File: src/rtl/branch_resolve_queue.sv
// In-order branch tracking queue: holds fetch predictions, compares them with
// execute outcomes, trains the predictor and redirects fetch on a mispredict.
module branch_resolve_queue #(
  parameter int DEPTH = 4,
  parameter int CNT_W = 16
) (
  input  logic                     clk,
  input  logic                     rst,
  input  logic                     enq_valid,
  input  logic [31:0]              enq_pc,
  input  logic                     enq_pred,
  output logic                     enq_ready,
  input  logic                     res_valid,
  input  logic                     res_taken,
  input  logic [31:0]              res_target,
  output logic                     upd_write,
  output logic [31:0]              upd_pc,
  output logic                     upd_value,
  output logic                     mispredict,
  output logic [31:0]              redirect_pc,
  output logic                     protocol_err,
  output logic [$clog2(DEPTH):0]   count,
  output logic [CNT_W-1:0]         branch_cnt,
  output logic [CNT_W-1:0]         mispred_cnt
);
  localparam int PW = $clog2(DEPTH);
  localparam int CW = PW + 1;

  // Handshake: an enqueue is accepted on a rising edge where enq_valid and
  // enq_ready are both high; a resolve always refers to the oldest entry.
  logic [31:0]      pc_mem [DEPTH];
  logic [DEPTH-1:0] pred_mem;
  logic [PW-1:0]    head, tail;
  logic             full, empty, do_enq, do_res, mis, head_pred;
  logic [31:0]      head_pc, redirect_next;

  assign full          = (count == CW'(DEPTH));
  assign empty         = (count == '0);
  assign enq_ready     = !full;
  assign do_enq        = enq_valid && !full;
  assign do_res        = res_valid && !empty;
  assign head_pc       = pc_mem[head];
  assign head_pred     = pred_mem[head];
  assign mis           = do_res && (res_taken != head_pred);
  assign redirect_next = res_taken ? res_target : head_pc + 32'd4;

  // Entry storage needs no reset: occupancy alone says which slots are live.
  always_ff @(posedge clk) begin
    if (do_enq && !mis) begin
      pc_mem[tail]   <= enq_pc;
      pred_mem[tail] <= enq_pred;
    end
  end

  always_ff @(posedge clk or posedge rst) begin
    if (rst) begin
      head  <= '0;
      tail  <= '0;
      count <= '0;
    end else if (mis) begin
      // A mispredict squashes everything younger, including a same-cycle enqueue.
      head  <= '0;
      tail  <= '0;
      count <= '0;
    end else begin
      if (do_enq) tail <= tail + PW'(1);
      if (do_res) head <= head + PW'(1);
      count <= count + CW'(do_enq) - CW'(do_res);
    end
  end

  always_ff @(posedge clk or posedge rst) begin
    if (rst) begin
      upd_write    <= 1'b0;
      upd_pc       <= '0;
      upd_value    <= 1'b0;
      mispredict   <= 1'b0;
      redirect_pc  <= '0;
      protocol_err <= 1'b0;
    end else begin
      upd_write    <= do_res;
      upd_pc       <= do_res ? head_pc : '0;
      upd_value    <= do_res ? res_taken : 1'b0;
      mispredict   <= mis;
      redirect_pc  <= mis ? redirect_next : '0;
      protocol_err <= res_valid && empty;
    end
  end

  always_ff @(posedge clk or posedge rst) begin
    if (rst) begin
      branch_cnt  <= '0;
      mispred_cnt <= '0;
    end else begin
      if (do_res && (branch_cnt != '1)) branch_cnt <= branch_cnt + CNT_W'(1);
      if (mis && (mispred_cnt != '1))   mispred_cnt <= mispred_cnt + CNT_W'(1);
    end
  end
endmodule
File: config.mk
export PLATFORM = sky130hd
export DESIGN_NAME = branch_resolve_queue
export DESIGN_NICKNAME = d
export VERILOG_FILES = /design/src/rtl/branch_resolve_queue.sv
export SDC_FILE = /design/constraint.sdc
export NUM_CORES = 1
export LEC_CHECK = 0
export ABC_CLOCK_PERIOD_IN_PS = 6700
export CAP_MARGIN = 20
export CORE_MARGIN = 1
export CORE_UTILIZATION = 56
export DETAILED_ROUTE_END_ITERATION = 6
export GPL_TIMING_DRIVEN = 0
export PLACE_DENSITY = 0.91
export SLEW_MARGIN = 15
export SYNTH_ARGS = -nofsm -noshare
export SYNTH_HDL_FRONTEND = slang
export SYNTH_SLANG_ARGS = --single-unit
File: constraint.sdc
create_clock -name clk -period 6.7 [get_ports clk]
set_input_delay 1.34 -clock clk [delete_from_list [all_inputs] [get_ports clk]]
set_output_delay 1.34 -clock clk [all_outputs]
set_load 0.03 [all_outputs]
==> flow_metrics.env, run 1 <==
export IMPL_crit_slowest_cell="inv_1"
export IMPL_nets=906
export IMPL_tightest_slew_ns=1.103
export IMPL_cts_tree="done"
export IMPL_drive_gt1_share_pct=9.574
export IMPL_drcViolationCount=0
export IMPL_post_cts_buffers=0
export IMPL_endpoint_kind="flop"
export IMPL_mappedNetlistNets=701
export IMPL_maxCapViolations=0
export IMPL_synth_seq_cells=239
export IMPL_cts_buffer_depth=3
export IMPL_path_buf_inv=4
export IMPL_max_freq_mhz=252.9
export IMPL_grt_max_degree=58
export IMPL_fin_crit_ns=3.954
export IMPL_num_antenna_cells=0
export IMPL_wl_met1_mm=8.866
export IMPL_syn_inst=622
export IMPL_startpoint="res_valid"
export IMPL_synth_top_area_share_pct=41.07
export IMPL_clkTransAtPathRegs_ns=0.06
export IMPL_dr_pass1_iters=5
export IMPL_setup_violations=0
export IMPL_wl_per_cell_um=21.11
export IMPL_grt_antenna_before_repair=0
export IMPL_rsz0062_at_grt="false"
export IMPL_p_leak_nw=4.789
export IMPL_fp_dieH_um=133.3
export IMPL_hold_violations=0
export IMPL_finalCritPeriodShare_pct=59.01
export IMPL_cp_cell_sequence="clkdlybuf4s50_1 > o31ai_2 > inv_1 > nand2_1 > clkbuf_1 > and3_2 > buf_12"
export IMPL_synth_main_ff_cell="edfxtp_1"
export IMPL_drt_iter0_drc=383
export IMPL_ant_nets=0
export IMPL_grt_usage_pct=26.06
export IMPL_cts_sinks=239
export IMPL_grt_pass1_wl_mm=34.71
export IMPL_setup_tns_ns=0
export IMPL_cp_arrival_ns=4.17
export IMPL_cp_required_ns=6.91
export IMPL_clock_skew_ns=0.009889
export IMPL_ys_types=50
export IMPL_reg2reg_from="count[1]$_DFF_PP0_"
export IMPL_start_util_pct=57.79
export IMPL_synth_edff_count=132
export IMPL_cp_max_fo=21
export IMPL_wl_met2_mm=11.33
export IMPL_grt_pass1_vias=6382
export IMPL_grt_overflow_total=0
export IMPL_vias=6107
export IMPL_die_area_mm2=0.01776
export IMPL_postCtsHoldBufs=0
export IMPL_placedCellCount=1020
export IMPL_post_dp_cell_area_mm2=0.01178
export IMPL_regToRegSetupSlack_ns=2.89
export IMPL_io_pins=174
export IMPL_area_delta_synth_final_pct=30.13
export IMPL_final_max_slew_viol_count=0
export IMPL_seq_area_frac_synth_pct=68.81
export IMPL_clock_latency_ns=0.52
export IMPL_crit_type="in2reg"
export IMPL_power_density_mw_per_mm2=416.4
export IMPL_synth_area_leaders="edfxtp_1 (41%), dfrtp_1 (28%), mux4_1 (4.4%)"
export IMPL_ys_async_sr_fraction_pct=44.77
export IMPL_clockRootBuffer="clkbuf_16"
export IMPL_synthesis_area_mm2=0.009652
export IMPL_outcome="finished, final reports clean"
export IMPL_wl_mm=22.50
export IMPL_dp_hpwl_mm=15.72
export IMPL_route_met3_wl_mm=1.599
export IMPL_cts_buffers=25
export IMPL_avgSynthCellArea_um2=15.52
export IMPL_cp_slowest_stage_delay_ns=0.53
export IMPL_fp_dieW_um=133.3
export IMPL_ctsResizeCount=0
export IMPL_top_layer="met4"
export IMPL_worst_hold_startpoint="branch_cnt[14]$_DFFE_PP0P_"
export IMPL_crit_family="buffers and inverters"
export IMPL_htreeDepth=1
export IMPL_synth_top_area_cell="edfxtp_1"
export IMPL_vdd_drop_max_v=0.0002858
export IMPL_design_area_mm2=0.01256
export IMPL_critPathLaunchType="input port"
export IMPL_fin_cells=1066
export IMPL_routabilityCongestion=0.8473
export IMPL_core_area_mm2=0.01670
export IMPL_routed_via_density=5.729
export IMPL_min_path_type="reg2reg"
export IMPL_fp_row_count=47
export IMPL_max_slew_margin_rel_pct=26.01
export IMPL_synth_warnings=0
export IMPL_io_buffers=172
## cell families (layout without fill, tap and decap cells)
group           after synthesis  in the layout  synth area share (%)
fa+ha+maj                     9              9                 1.245
buf+inv                      34            258                 1.802
simple gates                187            187                 10.31
mux                          37             37                 8.750
flops                       239            239                 68.81
xor+xnor                     62             62                 5.626
compound gates               54             54                 3.461
## sequential cells by signal, summed over array words and instances, names as in the netlist
name          flops
upd_write         1
upd_value         1
pred_mem          4
pc_mem          128
mispred_cnt      16
redirect_pc      32
count             3
upd_pc           32
head              2
tail              2
branch_cnt       16
protocol_err      1
mispredict        1
## power by group
part / internal (mW) / switching (mW)
Combinational: 0.771 / 1.12
Clock: 0.764 / 0.543
Sequential: 1.89 / 0.145
## area by class of cell
cell class              instances  area [um2]
clock inverters                15       128.9
fillers                       981        4141
well taps                     220       275.3
plain buffers                  25       140.1
multi-input cells             349        2846
clock buffers                  31       648.1
repair buffers                178        1841
inverters                       9       38.79
flip-flops and latches        239        6641
## routing by layer
metal,track usage [%],up-vias
li1,-,2724
met1,34.46,3052
met2,43.81,287
met3,4.110,44
met4,10.04,0
met5,0,-
## worst paths after layout
check                                             endpoint  cells past startpoint
worst max-delay path               pc_mem[0][30]$_DFFE_PP_                      7
worst min-delay path            branch_cnt[14]$_DFFE_PP0P_                      1
worst min register to register  branch_cnt[14]$_DFFE_PP0P_                      1
worst max register to register     pc_mem[0][30]$_DFFE_PP_                      6
max in group asynchronous             upd_pc[20]$_DFF_PP0_                      3
min in group asynchronous           protocol_err$_DFF_PP0_                      2
## metrics by stage
stage          hold WS (ns)  power, mW  utilization (%)  setup WS [ns]
2_1_floorplan        0.5383      3.188                -          2.543
3_3_place_gp         0.4769      3.858            69.75          1.056
3_5_place_dp         0.4880      3.945            70.52          2.227
4_1_cts              0.4904      5.259            75.17          2.759
5_1_grt              0.5061      5.455            75.20          2.582
6_report             0.4936      5.230            75.20          2.746
## synthesized netlist by cell type (all sizes together) (2+ instances only)
cell type  count
buf            9
and3          12
o21ai         14
mux2i          3
a211oi         6
nor3           3
edfxtp       132
xor2          31
nand2b         2
and2          37
nand4         17
nand3         21
dfrtp        107
inv            9
nor2          43
a31oi          4
nor2b          2
and4           7
o31ai          3
a21oi         20
clkbuf        16
mux4          33
nor4           5
o311ai         2
nand2         34
xnor2         31
ha             8
## worst register-to-register path: stages (launching register included)
cell and delay [ns]:
dfrtp_1 0.46, o31ai_2 0.94, inv_1 0.53, nand2_1 0.37
clkbuf_1 0.42, and3_2 0.53, buf_12 0.24
## layout by cell type (no fill, tap or decap), types with 3 or more instances in the layout
cell type        synthesis  routed
clkinv_1                 0       4
inv_1                    9       8
and2_1                  36      36
xor2_1                  31      31
a31oi_1                  4       4
xnor2_1                 31      31
nand2_1                 33      33
buf_2                    3       3
and3_1                  12       8
edfxtp_1               132     132
nand3_1                 20      20
nor4_1                   4       4
clkbuf_1                16      22
mux2i_1                  3       3
clkdlybuf4s50_1          0     172
dfrtp_1                107     107
clkinv_2                 0       5
and3_2                   0       4
a21oi_1                 20      20
nand4_1                 16      16
buf_6                    3       3
clkbuf_16                0      25
ha_1                     8       8
buf_12                   1       5
nor3_1                   3       3
mux4_1                  16      16
a211oi_1                 6       6
and4_1                   7       7
o21ai_0                 14      14
nor2_1                  43      43
mux4_2                  17      17
(Power assumes the default switching activity.)
==> run 2, diff against run 1 <==
ABC_CLOCK_PERIOD_IN_PS = 3900   (was 6700)
CORE_UTILIZATION = 52   (was 56)
PLACE_DENSITY = 0.86   (was 0.91)
clock period = 3.9 ns   (was 6.7 ns; I/O delays follow)
==> flow_metrics.env, run 2 (same netlist as run 1, synthesis figures left out) <==
export IMPL_max_slew_margin_rel_pct=37.94
export IMPL_routed_via_density=5.638
export IMPL_endpoint_kind="flop"
export IMPL_regMostFlops="pc_mem"
export IMPL_grt_usage_pct=24.12
export IMPL_crit_type="reg2reg"
export IMPL_cts_tree="done"
export IMPL_cts_sinks=239
export IMPL_cts_buffers=25
export IMPL_setup_violations=0
export IMPL_rsz0062_at_grt="false"
export IMPL_post_cts_buffers=0
export IMPL_most_common_layout_cells="clkdlybuf4s50_1 (172), edfxtp_1 (132), dfrtp_1 (107)"
export IMPL_layout_setup_ws_ns=0.3947
export IMPL_largest_reg_flops=128
export IMPL_tightest_slew_ns=0.9253
export IMPL_pre_cts_slack_ns=0.1538
export IMPL_htreeDepth=1
export IMPL_vdd_drop_max_v=0.0004904
export IMPL_wl_per_cell_um=20.92
export IMPL_start_util_pct=53.37
export IMPL_crit_slowest_cell="o31ai_2"
export IMPL_fin_crit_ns=3.505
export IMPL_dr_pass1_iters=7
export IMPL_final_common_cell="clkdlybuf4s50_1"
export IMPL_maxCapViolations=0
export IMPL_drive_gt1_share_pct=9.456
export IMPL_violations="design-rule violations"
export IMPL_critPathLaunchType="flop"
export IMPL_cp_required_ns=4.11
export IMPL_area_delta_synth_final_pct=30.21
export IMPL_min_path_type="reg2reg"
export IMPL_power_total_mw=8.980
export IMPL_cp_cell_sequence="o31ai_2 > inv_1 > nand2_1 > clkbuf_1 > and3_2 > buf_16"
export IMPL_holdWs_ns=0.4952
export IMPL_fp_row_count=49
export IMPL_grt_pass1_vias=6298
export IMPL_power_density_mw_per_mm2=714.5
export IMPL_core_area_mm2=0.01809
export IMPL_cp_max_fo=21
export IMPL_cp_arrival_ns=3.71
export IMPL_hold_violations=0
export IMPL_io_pins=174
export IMPL_fp_dieH_um=138.2
export IMPL_dp_hpwl_mm=15.41
export IMPL_grt_max_degree=59
export IMPL_grt_pass1_wl_mm=34.93
export IMPL_grt_antenna_before_repair=1
export IMPL_reg_top3="pc_mem x128, redirect_pc x32, upd_pc x32"
export IMPL_die_area_mm2=0.01911
export IMPL_max_freq_mhz=285.3
export IMPL_postCtsHoldBufs=0
export IMPL_clockRootBuffer="clkbuf_16"
export IMPL_final_max_slew_viol_count=0
export IMPL_fp_dieW_um=138.2
export IMPL_cts_buffer_depth=3
export IMPL_grt_overflow_total=0
export IMPL_routabilityCongestion=0.8798
export IMPL_cp_slowest_stage_delay_ns=0.81
export IMPL_drcViolationCount=24
export IMPL_drt_iter0_drc=496
export IMPL_io_buffers=172
export IMPL_finalCritPeriodShare_pct=89.88
export IMPL_clock_latency_ns=0.52
export IMPL_p_leak_nw=4.792
export IMPL_wl_mm=22.51
export IMPL_outcome="finished with violations"
export IMPL_ctsResizeCount=0
export IMPL_clock_skew_ns=0.01865
export IMPL_vias=6066
export IMPL_clkTransAtPathRegs_ns=0.06
export IMPL_ant_nets=0
export IMPL_nets=906
## run 2: final timing paths
kind                                             from                    endpoint  slack (ns)  cells past startpoint
min in group asynchronous                         rst          count[0]$_DFF_PP0_        0.69                      2
hold / removal             branch_cnt[14]$_DFFE_PP0P_  branch_cnt[14]$_DFFE_PP0P_        0.50                      1
max in group asynchronous                         rst        upd_pc[28]$_DFF_PP0_        2.58                      3
setup / recovery                   count[1]$_DFF_PP0_     pc_mem[3][13]$_DFFE_PP_        0.39                      6
setup reg to reg                   count[1]$_DFF_PP0_     pc_mem[3][13]$_DFFE_PP_        0.39                      6
hold reg to reg            branch_cnt[14]$_DFFE_PP0P_  branch_cnt[14]$_DFFE_PP0P_        0.50                      1
## run 2: layout make-up
cell class	instances	area (um2)
well taps	229	286.5
diodes	1	2.502
repair buffers	178	1842
clock buffers	32	671.9
multi-input cells	349	2848
plain buffers	25	140.1
fillers	1179	5519
inverters	9	38.79
flip-flops and latches	239	6641
clock inverters	14	96.34
## run 2: report_power, final
part           leakage [nW]  total, mW  switching, mW  internal [mW]
logic                  1.80       3.26           1.94           1.33
clock network         0.372       2.22          0.937           1.28
registers              2.62       3.50          0.251           3.25
## run 2: per-layer routing
layer  routed length, um  track usage, %
met1                8974           30.96
met2               11350           41.51
met3                1320           3.083
met4                 863           10.82
met5                   0               0
## run 2: per-stage QoR
stage / cell area, um2 / setup TNS, ns / utilization (%) / std cells
2_1_floorplan: 9652 / 0 / - / 622
3_3_place_gp: 11660 / -212.84 / 64.47 / 1023
3_5_place_dp: 11790 / 0 / 65.16 / 1028
4_1_cts: 12550 / 0 / 69.41 / 1074
5_1_grt: 12570 / 0 / 69.48 / 1076
6_report: 12570 / 0 / 69.48 / 1076
## run 2: worst max-delay path, delay by kind of cell, from the launching register on
kind	cells	cell delay, ns
buffers and inverters	3	1.06
AND/OR/NAND/NOR	2	0.84
AO/OA/AOI/OAI	1	0.81
flip-flops	1	0.47
